==> config.mk <==
export PLATFORM = sky130hd
export DESIGN_NAME = mul_exec_stage_flat
export DESIGN_NICKNAME = d
export VERILOG_FILES = /design/src/rtl/mul_exec_stage_pkg.sv /design/src/rtl/mul_exec_stage_if.sv /design/src/rtl/mul_tree32.sv /design/src/rtl/mul_exec_stage.sv /design/src/flat_wrapper.sv
export SDC_FILE = /design/constraint.sdc
export NUM_CORES = 1
export LEC_CHECK = 0
export CAP_MARGIN = 10
export CORE_UTILIZATION = 55
export DETAILED_ROUTE_END_ITERATION = 10
export PLACE_DENSITY = 0.77
export SYNTH_ARGS = -nofsm -noshare
export SYNTH_HDL_FRONTEND = slang
export SYNTH_SLANG_ARGS = --single-unit
==> constraint.sdc <==
create_clock -name clk -period 6.38 [get_ports clk]
set_input_delay 0.957 -clock clk [delete_from_list [all_inputs] [get_ports clk]]
set_output_delay 0.957 -clock clk [all_outputs]
set_load 0.03 [all_outputs]
==> src/rtl/mul_exec_stage_pkg.sv <==
// Shared constants for the multiply execute stage. Issue and writeback import
// the same tag width so destination tags line up across the pipeline.
package mul_exec_stage_pkg;

  localparam int unsigned MUL_LAT_MIN = 1;
  localparam int unsigned MUL_LAT_MAX = 4;
  localparam int unsigned MUL_TAG_W   = 4;

  // True when a result-register depth is supported by the stage.
  function automatic bit mul_lat_legal(input int unsigned lat);
    return (lat >= MUL_LAT_MIN) && (lat <= MUL_LAT_MAX);
  endfunction

endpackage

==> src/rtl/mul_exec_stage_if.sv <==
// Issue-side operand channel and writeback-side result channel of the
// multiply execute stage, both valid/ready handshakes.
interface mul_exec_stage_if
  import mul_exec_stage_pkg::*;
#(
  parameter int unsigned TAG_W = MUL_TAG_W
);
  logic             in_valid;
  logic             in_ready;
  logic [31:0]      in_a;
  logic [31:0]      in_b;
  logic [TAG_W-1:0] in_rd;
  logic             out_valid;
  logic             out_ready;
  logic [31:0]      out_result;
  logic [TAG_W-1:0] out_rd;

  // Issue/writeback side: drives operands and result acceptance.
  modport master (
    output in_valid, in_a, in_b, in_rd, out_ready,
    input  in_ready, out_valid, out_result, out_rd
  );

  // Execute stage side.
  modport slave (
    input  in_valid, in_a, in_b, in_rd, out_ready,
    output in_ready, out_valid, out_result, out_rd
  );
endinterface

==> src/rtl/mul_tree32.sv <==
// Combinational 32x32 multiplier, adder-tree reduction of partial products.
// Only the low 32 bits of the product are produced; those bits are identical
// for signed and unsigned operands, so no sign correction is needed.
module mul_tree32 (
  input  logic [31:0] i_a,
  input  logic [31:0] i_b,
  output logic [31:0] o_p
);

  for (genvar l = 0; l <= 5; l++) begin : g_lvl
    localparam int unsigned N = 32 >> l;
    logic [31:0] w_s [N];
    if (l == 0) begin : g_pp
      for (genvar k = 0; k < 32; k++) begin : g_row
        assign w_s[k] = i_b[k] ? (i_a << k) : '0;
      end
    end else begin : g_add
      for (genvar k = 0; k < N; k++) begin : g_sum
        assign w_s[k] = g_lvl[l-1].w_s[2*k] + g_lvl[l-1].w_s[2*k+1];
      end
    end
  end

  assign o_p = g_lvl[5].w_s[0];

endmodule

==> src/rtl/mul_exec_stage.sv <==
// Multiply execute stage: registered operand slot feeding mul_tree32,
// followed by LAT result slots carrying {product, rd} toward writeback.
// Every slot advances independently, so bubbles collapse under stall.
module mul_exec_stage
  import mul_exec_stage_pkg::*;
#(
  parameter int unsigned LAT   = 2,
  parameter int unsigned TAG_W = MUL_TAG_W
) (
  input  logic             clk,
  input  logic             rst_n,
  input  logic             flush,
  mul_exec_stage_if.slave  bus,
  output logic             busy
);

  if (!mul_lat_legal(LAT)) begin : g_lat_chk
    $error("mul_exec_stage: LAT=%0d outside %0d..%0d", LAT, MUL_LAT_MIN, MUL_LAT_MAX);
  end

  logic [LAT:0]     r_vld;
  logic [LAT:0]     w_adv;
  logic [31:0]      r_a;
  logic [31:0]      r_b;
  logic [TAG_W-1:0] r_rd0;
  logic [31:0]      w_prod;
  logic             w_in_ready;
  logic             w_acc;

  // Advance chain, resolved from the output slot back toward slot0.
  always_comb begin
    w_adv      = '0;
    w_adv[LAT] = r_vld[LAT] & bus.out_ready;
    for (int unsigned k = 1; k <= LAT; k++) begin
      w_adv[LAT-k] = r_vld[LAT-k] & (~r_vld[LAT-k+1] | w_adv[LAT-k+1]);
    end
  end

  assign w_in_ready = ~flush & (~r_vld[0] | w_adv[0]);
  assign w_acc      = bus.in_valid & w_in_ready;

  // Slot occupancy: fill from predecessor, empty on advance, clear on flush.
  always_ff @(posedge clk or negedge rst_n) begin
    if (!rst_n) begin
      r_vld <= '0;
    end else if (flush) begin
      r_vld <= '0;
    end else begin
      r_vld[0] <= w_acc | (r_vld[0] & ~w_adv[0]);
      for (int unsigned k = 1; k <= LAT; k++) begin
        r_vld[k] <= w_adv[k-1] | (r_vld[k] & ~w_adv[k]);
      end
    end
  end

  // Operand slot, loaded only on an accepted handshake.
  always_ff @(posedge clk or negedge rst_n) begin
    if (!rst_n) begin
      r_a   <= '0;
      r_b   <= '0;
      r_rd0 <= '0;
    end else if (w_acc) begin
      r_a   <= bus.in_a;
      r_b   <= bus.in_b;
      r_rd0 <= bus.in_rd;
    end
  end

  mul_tree32 u_mul (
    .i_a (r_a),
    .i_b (r_b),
    .o_p (w_prod)
  );

  for (genvar g = 1; g <= LAT; g++) begin : g_slot
    logic [31:0]      r_res;
    logic [TAG_W-1:0] r_rd;
    logic [31:0]      w_d_res;
    logic [TAG_W-1:0] w_d_rd;

    if (g == 1) begin : g_from_mul
      assign w_d_res = w_prod;
      assign w_d_rd  = r_rd0;
    end else begin : g_from_prev
      assign w_d_res = g_slot[g-1].r_res;
      assign w_d_rd  = g_slot[g-1].r_rd;
    end

    // Result slot data, loaded only when the predecessor advances into it.
    always_ff @(posedge clk or negedge rst_n) begin
      if (!rst_n) begin
        r_res <= '0;
        r_rd  <= '0;
      end else if (w_adv[g-1]) begin
        r_res <= w_d_res;
        r_rd  <= w_d_rd;
      end
    end
  end

  assign bus.in_ready   = w_in_ready;
  assign bus.out_valid  = r_vld[LAT];
  assign bus.out_result = g_slot[LAT].r_res;
  assign bus.out_rd     = g_slot[LAT].r_rd;
  assign busy           = |r_vld;

endmodule

==> src/flat_wrapper.sv <==
// flat-port wrapper written by rule: the top's interface ports become plain ports
module mul_exec_stage_flat import mul_exec_stage_pkg::*;
#(
  parameter int unsigned LAT   = 2,
  parameter int unsigned TAG_W = MUL_TAG_W
)
  (clk, rst_n, flush, busy, bus_in_valid, bus_in_a, bus_in_b, bus_in_rd, bus_out_ready, bus_in_ready, bus_out_valid, bus_out_result, bus_out_rd);
  mul_exec_stage_if #(.TAG_W(TAG_W)) bus_i ();
  input  logic clk;
  input  logic rst_n;
  input  logic flush;
  output logic busy;
  input wire logic [$bits(bus_i.in_valid)-1:0] bus_in_valid;
  input wire logic [$bits(bus_i.in_a)-1:0] bus_in_a;
  input wire logic [$bits(bus_i.in_b)-1:0] bus_in_b;
  input wire logic [$bits(bus_i.in_rd)-1:0] bus_in_rd;
  input wire logic [$bits(bus_i.out_ready)-1:0] bus_out_ready;
  output wire logic [$bits(bus_i.in_ready)-1:0] bus_in_ready;
  output wire logic [$bits(bus_i.out_valid)-1:0] bus_out_valid;
  output wire logic [$bits(bus_i.out_result)-1:0] bus_out_result;
  output wire logic [$bits(bus_i.out_rd)-1:0] bus_out_rd;
  assign bus_i.in_valid = bus_in_valid;
  assign bus_i.in_a = bus_in_a;
  assign bus_i.in_b = bus_in_b;
  assign bus_i.in_rd = bus_in_rd;
  assign bus_i.out_ready = bus_out_ready;
  assign bus_in_ready = bus_i.in_ready;
  assign bus_out_valid = bus_i.out_valid;
  assign bus_out_result = bus_i.out_result;
  assign bus_out_rd = bus_i.out_rd;
  mul_exec_stage #(.LAT(LAT), .TAG_W(TAG_W)) u_core (.clk(clk), .rst_n(rst_n), .flush(flush), .bus(bus_i), .busy(busy));
endmodule
Word-level counts from Yosys, hierarchy flattened

Index checks and enable logic that the tools add are counted.

Register bits after elaboration: 143
Output and inout port bits: 39
Logic and storage cells: 94

Add/subtract/negate cells: 31
Muxes and demuxes: 33
Bitwise gates (word level): 21
Reductions and logical operators: 1

Operator list:

| operator        | count |
|---|---|
| $mux 32         | 32 |
| $add 32x32->32  | 31 |
| $and 1x1->1     | 8 |
| $not 1->1       | 7 |
| $or 1x1->1      | 6 |
| $mux 3          | 1 |
| $reduce_or 3->1 | 1 |

Logic depth before layout (Yosys ltp)

Depth in word-level cells: 10
Gate-level depth with buffers: 25
Mapped depth without buffers: 24

Hierarchy

A second synthesis with hierarchy kept.

Cell total of the unflattened synthesis: 2049
Area, all modules: 20796.2 sq um

By module, submodules not included:

| module         | instances | cells each | area each (sq um) |
|---|---|---|---|
| mul_tree32     | 1         | 1737       | 15371.0 |
| mul_exec_stage | 1         | 312        | 5425.2 |

Least setup slack after synthesis

No wires, ideal clock.

Path type: register -> register
Start point: register u_core.r_a[13]
End point: register u_core.g_slot[1].r_res[30]
Library setup time: 0.080 ns
Data arrival time: 6.369 ns
Data required time: 6.300 ns
Path slack: -0.069 ns
Cell stages (with the launch flop): 24
Path buffers: 2
Cells stage by stage: dfrtp_1 > clkbuf_1 > clkbuf_1 > nand2_1 > fa_1 > fa_1 > inv_1 > fa_1 > fa_1 > fa_1 > inv_1 > fa_1 > inv_1 > ha_1 > ha_1 > ha_1 > a21o_1 > a21o_1 > a211oi_2 > o31ai_2 > a31oi_4 > o21ai_2 > a2111o_1 > o211ai_2

Word-level cells in the longest chain between the ends: 6

RTL lines:

| element                     | RTL line             | RTL |
|---|---|---|
| start: declaration          | mul_exec_stage.sv:23 | `logic [31:0] r_a;` |
| start signal: assignment    | mul_exec_stage.sv:63 | `r_a <= bus.in_a;` |
| $mux 32                     | mul_tree32.sv:15     | `assign w_s[k] = i_b[k] ? (i_a << k) : '0;` |
| $add 32x32->32 (4 in a row) | mul_tree32.sv:19     | `assign w_s[k] = g_lvl[l-1].w_s[2*k] + g_lvl[l-1].w_s[2*k+1];` |
| $add 32x32->32 *            | mul_tree32.sv:19     |  |
| end signal: assignment      | mul_exec_stage.sv:95 | `r_res <= w_d_res;` |
| end: declaration            | mul_exec_stage.sv:76 | `logic [31:0] r_res;` |

Every way passes the cells marked *; elsewhere a longest branch is shown, timed or not.
A chain may end at the register's enable or synchronous reset.

Worst setup path in the final report

Start point: register u_core.r_a[9]
End point: register u_core.g_slot[1].r_res[31]

Same word-level chain as after synthesis.

==> metrics <==
status=finished, violations left; failing checks=setup timing; Most common cell on crit path=fa_1; #FFs+latches synth=143; Final setup viols=6; Post-route DRC=0; most frequent cell after synthesis=fa_1; Hold Crit Class=reg2reg; critical path peak fanout=7; GPL Wtd Cong=0.908; Startpoint Class=register; CTS clk-pin slew, worst paths=0.08 ns; initial antenna violation count=0; skew final=0.0184 ns; die area=38,200 µm²; vias in the first global route=16,700; slew at the pin with the worst max-slew slack=1.10 ns; Final Hold Fails=0; Worst EP arrival=6.81 ns; met2 WL=27,100 µm; adder-cell area share of the yosys netlist=0.474; DR iter-0 viols=986; register area=3620 µm²; Filler cells=2,623; XOR/XNOR Fraction of Synth Area=0.0343; Worst Setup SP=u_core.r_a[9]; type of the worst setup path=reg2reg; Async SR Flop Fraction=1.00; Post-DRT Antenna Nets=0; uppermost layer routed=met4; hpwl dp=42,000 µm; Tot GR Track Use=0.300; metal3 WL=3640 µm; largest cells by area after synthesis=fa_1, dfrtp_1, inv_1; CP Depth=24; main combinational cell family by area after synthesis=adder cells; buffers and inverters on the worst path=6; insertion delay to the later sink of the worst-skew pair=0.46 ns; nets@finish=2,916; area of the multi-input gates=15,700 µm²; Min Clock Period, post-route=6.51 ns; share of cells above drive strength 1=0.230; hold_buf cts=0; Sink Count=143; R2R Setup Slk=-0.13 ns; H-tree depth=4; Syn Std Cell Area=20,600 µm²; Slew Limit Fails=0; Num CTS Buffers=17; via/cell ratio=5.37; WL met1=21,900 µm; Clock Tree Buf Depth=2; Critical Path End Type=register; Top FF cell, synth=dfrtp_1; Max Freq=154 MHz; post-synthesis simple-gate area fraction=0.132; Final WS setup=-0.131 ns; post-synthesis sequential area ratio=0.174; slowest library cell on the worst path=fa_2; Die X=195 µm; biggest cell delay along the critical path=0.59 ns; Root Driver=clkbuf_16; Gate Count Post-Synth=2,061; R2R Path Start=u_core.r_a[9]; cells along the critical path=buf_12 > nand2_2 > fa_1 > inv_2 > fa_1 > inv_1 > fa_1 > inv_2 > fa_1 > fa_2 > inv_2 > fa_1 > inv_2 > ha_4 > ha_4 > ha_4 > and3_4 > and3_4 > nand4_1 > a221o_1 > a21oi_2 > a211oi_2 > xnor2_1 > o21ai_1; Layout area overhead=23.3%; RR Endpoint=u_core.g_slot[1].r_res[31]; cell taking the most area after synthesis=fa_1; RSZ-0062 raised after global routing=yes; via count=15,000; die height=195 µm; Max Cap Viol=0; final worst-path cycle share=1.02; Unique masters post-synth=45; Post-synth top cells=fa_1, inv_1, nand2_1; GR Overflow Total=0; first-pass iteration count of the detailed router=5; critical path capture point=u_core.g_slot[1].r_res[31]; Synth Area in Compound Gates=0.0241; post-synthesis mux area share=0.0651; WL per Instance=19.7 µm; critical path's top delay family=adder cells; Synth top area share=0.403; antenna fix cells=0; first-pass GRT wire length=87,300 µm; Avg Cell Area, Syn=9.98 µm²; Net Count, Synth=2,665; IO Count=112; initial core utilization=0.561; R2R cell count=24; DP Worst Slack=-0.462 ns; CTS tree=built; # port buffers=111; Worst slew margin=0.267; routed wire length=55,100 µm; largest net degree at the start of global routing=75; # rows=70; total core area=36,700 µm²; total of warnings raised by yosys=0; number of synthesized flops with an enable pin=0; CP required=6.68 ns
cells in the final DEF, fill, tap and decap left out, types with 32 or more instances in the layout:
master,instances
inv_1,397
fa_1,393
nand2_1,375
buf_4,186
and2_1,174
mux2_2,119
dfrtp_1,112
clkdlybuf4s50_1,110
ha_1,82
xnor2_1,52
ha_4,32
area by class of cell:
class | instances | share of cell area
clock buffers | 19 | 0.0179
clock inverters | 13 | 0.00469
inverters | 408 | 0.0604
multi-input cells | 1397 | 0.619
flip-flops and latches | 143 | 0.143
well taps | 468 | 0.0231
repair buffers | 345 | 0.132
kinds of logic after synthesis:
| family | after synthesis |
|---|---|
| muxes | 119 |
| adders and majority gates | 531 |
| DFF | 143 |
| AOI/OAI and AO/OA | 76 |
| and+or+nand+nor | 592 |
| xor gates and xnor gates | 79 |
| buffers and inverters | 521 |
through the flow:
| step | utilization | cells | hold WS (ns) | area, µm² | setup TNS, ns |
|---|---|---|---|---|---|
| 2_1_floorplan | - | 2061 | 0.446 | 20600 | -0.00540 |
| 3_3_place_gp | 0.637 | 2705 | 0.465 | 23400 | -1.47 |
| 3_5_place_dp | 0.637 | 2705 | 0.471 | 23400 | -2.72 |
| 4_1_cts | 0.674 | 2767 | 0.488 | 24700 | -0.155 |
| 5_1_grt | 0.691 | 2793 | 0.508 | 25400 | -1.97 |
| 6_report | 0.691 | 2793 | 0.486 | 25400 | -0.358 |
what timing repair did:
action	4_1_cts	5_1_grt
setup endpoints to repair	12	11
cloned	2	1
buffers inserted	28	25
gates resized for setup	89	82
pin swaps	50	65
metal layers:
layer / global-route usage / vias to the layer above
li1: - / 6570
met1: 0.388 / 7750
met2: 0.499 / 561
met3: 0.0527 / 127
met4: 0.129 / 0
met5: 0 / -
tightest hold or removal path, delay by kind of cell (launching register included):
family	cells	cell delay, ns
flip-flops	1	0.35
AO/OA/AOI/OAI	1	0.06
AND/OR/NAND/NOR	1	0.05
worst min-delay path by stage:
stage                                       endpoint  cells after the start                       start
after floorplan            u_core.g_slot[1].r_res[0]                      2   u_core.g_slot[1].r_res[0]
after global placement    u_core.g_slot[1].r_res[23]                      2  u_core.g_slot[1].r_res[23]
after detailed placement  u_core.g_slot[1].r_res[11]                      2  u_core.g_slot[1].r_res[11]
after CTS                 u_core.g_slot[1].r_res[11]                      2  u_core.g_slot[1].r_res[11]
after global routing      u_core.g_slot[1].r_res[11]                      2  u_core.g_slot[1].r_res[11]
final                     u_core.g_slot[1].r_res[11]                      2  u_core.g_slot[1].r_res[11]
registers in the layout, indices dropped and copies added, names as in the netlist:
register               flops
u_core.bus.out_rd          4
u_core.bus.out_result     32
u_core.g_slot.r_rd         4
u_core.g_slot.r_res       32
u_core.g_slot.w_d_rd       4
u_core.r_a                32
u_core.r_b                32
u_core.r_vld               3
Power is not shown: default switching activity piles up to over one toggle a cycle in this logic, so the estimate is an artifact.
